## src/rtl/seq_divider.sv

```systemverilog
// Multi-cycle unsigned restoring divider: one quotient bit per clock,
// start/busy/done handshake, enable stalls iteration without losing state.
module seq_divider #(
  parameter int WIDTH = 8
) (
  input  logic             clk,
  input  logic             rst,
  input  logic             start,
  input  logic             enable,
  input  logic [WIDTH-1:0] data_in1,
  input  logic [WIDTH-1:0] data_in2,
  output logic [WIDTH-1:0] quotient,
  output logic [WIDTH-1:0] remainder,
  output logic             busy,
  output logic             done,
  output logic             div_by_zero
);

  localparam int CW = $clog2(WIDTH + 1);
  localparam logic [CW-1:0] CNT_INIT = CW'(WIDTH);
  localparam logic [CW-1:0] CNT_ONE  = CW'(1);
  localparam logic [CW-1:0] CNT_ZERO = CW'(0);

  typedef enum logic [1:0] {
    S_IDLE = 2'b00,
    S_CALC = 2'b01,
    S_DONE = 2'b10
  } state_t;

  // Trial subtraction R - {0,D} done as R + ~{0,D} + 1; the MSB is the borrow.
  function automatic logic [WIDTH:0] trial_sub(input logic [WIDTH:0] r,
                                               input logic [WIDTH-1:0] d);
    return r + ~{1'b0, d} + {{WIDTH{1'b0}}, 1'b1};
  endfunction

  state_t           state_q, state_d;
  logic [WIDTH-1:0] q_reg_q, q_reg_d;
  logic [WIDTH-1:0] d_reg_q, d_reg_d;
  logic [WIDTH:0]   r_reg_q, r_reg_d;
  logic [CW-1:0]    cnt_q, cnt_d;
  logic [WIDTH-1:0] quotient_q, quotient_d;
  logic [WIDTH-1:0] remainder_q, remainder_d;
  logic             div_by_zero_q, div_by_zero_d;
  logic             busy_q, busy_d;
  logic             done_q, done_d;

  logic [WIDTH:0]   r_shift_s;
  logic [WIDTH-1:0] q_shift_s;
  logic [WIDTH:0]   trial_s;

  // Next-state, datapath and result-load logic.
  always_comb begin
    state_d       = state_q;
    q_reg_d       = q_reg_q;
    d_reg_d       = d_reg_q;
    r_reg_d       = r_reg_q;
    cnt_d         = cnt_q;
    quotient_d    = quotient_q;
    remainder_d   = remainder_q;
    div_by_zero_d = div_by_zero_q;
    r_shift_s     = {r_reg_q[WIDTH-1:0], q_reg_q[WIDTH-1]};
    q_shift_s     = {q_reg_q[WIDTH-2:0], 1'b0};
    trial_s       = trial_sub(r_shift_s, d_reg_q);

    case (state_q)
      S_IDLE: begin
        if (start) begin
          q_reg_d = data_in1;
          d_reg_d = data_in2;
          r_reg_d = {(WIDTH + 1){1'b0}};
          cnt_d   = CNT_INIT;
          if (data_in2 == {WIDTH{1'b0}}) begin
            state_d       = S_DONE;
            quotient_d    = {WIDTH{1'b1}};
            remainder_d   = data_in1;
            div_by_zero_d = 1'b1;
          end else begin
            state_d = S_CALC;
          end
        end else begin
          state_d = S_IDLE;
        end
      end

      S_CALC: begin
        if (enable) begin
          if (!trial_s[WIDTH]) begin
            r_reg_d = trial_s;
            q_reg_d = {q_shift_s[WIDTH-1:1], 1'b1};
          end else begin
            r_reg_d = r_shift_s;
            q_reg_d = q_shift_s;
          end
          cnt_d = cnt_q - CNT_ONE;
          // Last iteration: publish the freshly computed Q and R.
          if (cnt_d == CNT_ZERO) begin
            state_d       = S_DONE;
            quotient_d    = q_reg_d;
            remainder_d   = r_reg_d[WIDTH-1:0];
            div_by_zero_d = 1'b0;
          end else begin
            state_d = S_CALC;
          end
        end else begin
          state_d = S_CALC;
        end
      end

      S_DONE: begin
        state_d = S_IDLE;
      end

      default: begin
        state_d = S_IDLE;
      end
    endcase

    busy_d = (state_d != S_IDLE);
    done_d = (state_d == S_DONE);
  end

  // State and datapath registers with synchronous reset.
  always_ff @(posedge clk) begin
    if (rst) begin
      state_q       <= S_IDLE;
      q_reg_q       <= {WIDTH{1'b0}};
      d_reg_q       <= {WIDTH{1'b0}};
      r_reg_q       <= {(WIDTH + 1){1'b0}};
      cnt_q         <= CNT_ZERO;
      quotient_q    <= {WIDTH{1'b0}};
      remainder_q   <= {WIDTH{1'b0}};
      div_by_zero_q <= 1'b0;
      busy_q        <= 1'b0;
      done_q        <= 1'b0;
    end else begin
      state_q       <= state_d;
      q_reg_q       <= q_reg_d;
      d_reg_q       <= d_reg_d;
      r_reg_q       <= r_reg_d;
      cnt_q         <= cnt_d;
      quotient_q    <= quotient_d;
      remainder_q   <= remainder_d;
      div_by_zero_q <= div_by_zero_d;
      busy_q        <= busy_d;
      done_q        <= done_d;
    end
  end

  assign quotient    = quotient_q;
  assign remainder   = remainder_q;
  assign div_by_zero = div_by_zero_q;
  assign busy        = busy_q;
  assign done        = done_q;

endmodule

```

## config.mk

```make
export PLATFORM = sky130hd
export DESIGN_NAME = seq_divider
export DESIGN_NICKNAME = d
export VERILOG_FILES = /design/src/rtl/seq_divider.sv
export SDC_FILE = /design/constraint.sdc
export NUM_CORES = 1
export LEC_CHECK = 0
export BUFFER_PORTS_ARGS = -buffer_cell sky130_fd_sc_hd__buf_4
export CORE_MARGIN = 2
export CORE_UTILIZATION = 35
export CTS_BUF_LIST = sky130_fd_sc_hd__clkbuf_8
export CTS_CLUSTER_SIZE = 30
export DETAILED_ROUTE_END_ITERATION = 8
export GPL_TIMING_DRIVEN = 0
export PLACE_DENSITY = 0.6
export REMOVE_ABC_BUFFERS = 1
export SLEW_MARGIN = 10
export SYNTH_ARGS = -nofsm -noshare
export SYNTH_HDL_FRONTEND = slang
export SYNTH_SLANG_ARGS = --single-unit
```

## constraint.sdc

```tcl
create_clock -name clk -period 4.7 [get_ports clk]
set_input_delay 0.47 -clock clk [delete_from_list [all_inputs] [get_ports clk]]
set_output_delay 0.47 -clock clk [all_outputs]
set_load 0.02 [all_outputs]
```

==> impl_metrics.csv <==
group,metric,value,unit
run_status,status,"complete, no violations",
logic_synthesis,synthCells,318,
finish,multi_input_area,1450,um2
power_and_ir_drop,p_leak,1.15,nW
grt,grt_pass1_wl,10.4,mm
flow_run,drv_cap,0,
sta,final.setup.worst_slack,1.89,ns
cts,cts_setup_buffers,0,
detailed_routing,vias_per_cell,5.30,
cts,insertion_delay,0.31,ns
detailed_routing,drc,0,
hold_path,min_to,"d_reg_q[2]",
sta,final.period_utilization,59.7,%
placement,place_ws,1.95,ns
floorplanning,fp.coreArea,7180,um2
grt,gr-total-overflow,0,
finish,register_area,981,um2
floorplanning,rows,31,
logic_synthesis,synth.cell_area,2570,um2
logic_synthesis,ys_ff_latch,49,
setup_path,cp-start-kind,"flop",
detailed_routing,drtIter0Drc,112,
power_and_ir_drop,p_per_area,310,nW/um2
grt,grt_usage,15.2,%
setup_path,required,4.93,ns
finish,insertedDiodeCount,0,
logic_synthesis,ys_async_sr_fraction,0,%
finish,area_growth,16.6,%
sta,finalCriticalPeriod,2.81,ns
logic_synthesis,yosysUniqueCellTypes,49,
cts,cts_resized,0,
setup_path,cp-end-kind,"flop",
sta,setup_violations,0,
placement,io_buffers,38,
cts,clkTransAtPathRegs,0.10,ns
power_and_ir_drop,ir_worst_vdd,0.000114,V
floorplanning,start_util,35.9,%
setup_path,path_class,"reg2reg",
placement,place.gp.congestion,0.793,
cts,htreeDepth,2,
floorplanning,die_y,89.7,um
sta,max_freq,356,MHz
sta,slew_headroom,37.3,%
sta,finalSetupTns,0,ns
cts,hold_buffers,0,
logic_synthesis,yosysSeqAreaShare,38.1,%
finish,final_cell_mix,"49 x dfxtp_1, 38 x buf_4, 37 x nand2_1",
setup_path,rrSetupSlack,1.89,ns
sta,worst_pin_slew,0.937,ns
finish,fillerInstances,757,
detailed_routing,wire_per_inst,13.7,um
sta,whs,0.413,ns
setup_path,worstPathMaxFanout,15,
setup_path,r2r_start,"q_reg_q[7]",
setup_path,rr_worst_depth,10,
grt,grt_max_degree,59,
grt,grt_pass1_vias,2187,
setup_path,cp.arrival,3.04,ns
cts,cts_max_path_buffers,2,
cts,cts_buffers,5,
hold_path,hold_depth,3,
detailed_routing,wl,6.02,mm
finish,drive_gt1_share,15.8,%
logic_synthesis,ys.flop_type,"dfxtp_1",
logic_synthesis,avgSynthCellArea,8.09,um2
hold_path,worstHoldStart,"data_in2[2]",
floorplanning,fp.dieW,89.7,um
cts,cts_root_buf,"clkbuf_8",
floorplanning,io_pins,39,
detailed_routing,dr.pass1.iters,4,
finish,nNetsFinal,372,
detailed_routing,num_vias,2339,
logic_synthesis,synth_warnings,0,
placement,dpl.hpwl,4.25,mm
setup_path,worstReg2RegEnd,"r_reg_q[5]",
sta,final-max-slew-violation-count,0,
cts,clock-sinks,49,
sta,rsz0062_at_grt,"no",
finish,final_common_cell,"dfxtp_1",
logic_synthesis,synth_edf_count,0,
hold_path,worst_hold_path_type,"in2reg",
detailed_routing,ant_nets,0,
sta,hold_viol,0,
floorplanning,die_area,8050,um2
grt,antenna_found_initial,0,
sta,fin_skew,0.0104,ns
cts,cts_tree,"done",
cell type report:
type	count	share of cell area, %
clock buffers	5	2.29
clock inverters	3	0.876
inverters	13	1.63
multi-input cells	233	48.4
flip-flops and latches	49	32.7
well taps	99	4.13
repair buffers	39	10.0
metal layers:
| metal | vias up | global-route usage (%) | wire length [um] |
|---|---|---|---|
| met5 | - | 0 | 0 |
| met3 | 6 | 2.51 | 164 |
| met1 | 1097 | 20.0 | 2970 |
| met4 | 0 | 4.23 | 70 |
| met2 | 38 | 26.0 | 2820 |
| li1 | 1198 | - | - |
synthesized netlist by cell type, types with 2 or more instances:
cell type,instances,area (um2)
nor4_1,2,12.5
a31oi_1,5,31.3
nor3b_1,2,15.0
o21ai_0,6,30.0
mux2i_1,4,40.0
o31ai_1,8,60.1
o211a_1,2,20.0
clkbuf_1,21,78.8
or4_1,2,15.0
nor2b_1,5,31.3
nand2b_1,2,12.5
inv_1,13,48.8
nand2_1,37,139
a21o_1,2,15.0
a311oi_1,13,114
xnor2_1,2,17.5
ha_1,10,125
a211oi_1,14,105
dfxtp_1,49,981
a21oi_1,34,170
nand3_1,7,35.0
and2_1,5,31.3
nor2_1,29,109
nand3b_1,8,60.1
nor3_1,11,55.1
o21a_1,2,15.0
kinds of logic after synthesis:
kind of cell / after synthesis / synth area share, %
AOI/OAI and AO/OA: 96 / 25.0
xor gates and xnor gates: 2 / 0.681
adders and majority gates: 11 / 5.64
buffers and inverters: 36 / 5.69
DFF: 49 / 38.1
muxes: 5 / 2.14
and+or+nand+nor: 119 / 22.7
how the worst max path moves through the flow:
stage,from,end,slack [ns],depth (start not counted)
finish,q_reg_q[7],r_reg_q[5],1.89,10
CTS,q_reg_q[7],r_reg_q[5],1.90,10
detailed placement,q_reg_q[7],r_reg_q[5],1.95,10
global route,q_reg_q[7],r_reg_q[5],1.72,10
floorplan,q_reg_q[7],r_reg_q[5],2.20,10
global placement,enable,remainder[6],1.37,5
registers in the layout, indices dropped and copies added, names as in the netlist:
signal and count:
done 1, d_reg_q 8, div_by_zero 1, state_q 2
remainder 8, busy 1, r_reg_q 8, quotient 8
q_reg_q 8, cnt_q 4
through the flow:
stage	utilization, %	cells	total power [W]	area, um2
CTS	41.8	441	0.000938	3000
detailed placement	40.5	433	0.000672	2900
finish	41.8	441	0.000930	3000
global route	41.8	441	0.000983	3000
floorplan	-	295	0.000604	2470
global placement	40.2	432	0.000666	2880
critical path, cell delays in order (launching register included):
cell and delay (ns):
dfxtp_1 0.33, inv_1 0.10, ha_1 0.17, inv_1 0.05, fa_1 0.43, a211oi_2 0.29
nor3_1 0.11, mux2_4 0.36, and2_4 0.21, or4_1 0.51, a31oi_1 0.14
report_power, final:
group          switching [W]  internal, W  leakage [nW]
Sequential         0.0000151     0.000434         0.399
Clock               0.000159     0.000109        0.0423
Combinational       0.000127    0.0000862         0.706
Note: power is estimated with default switching activity, not from simulation.
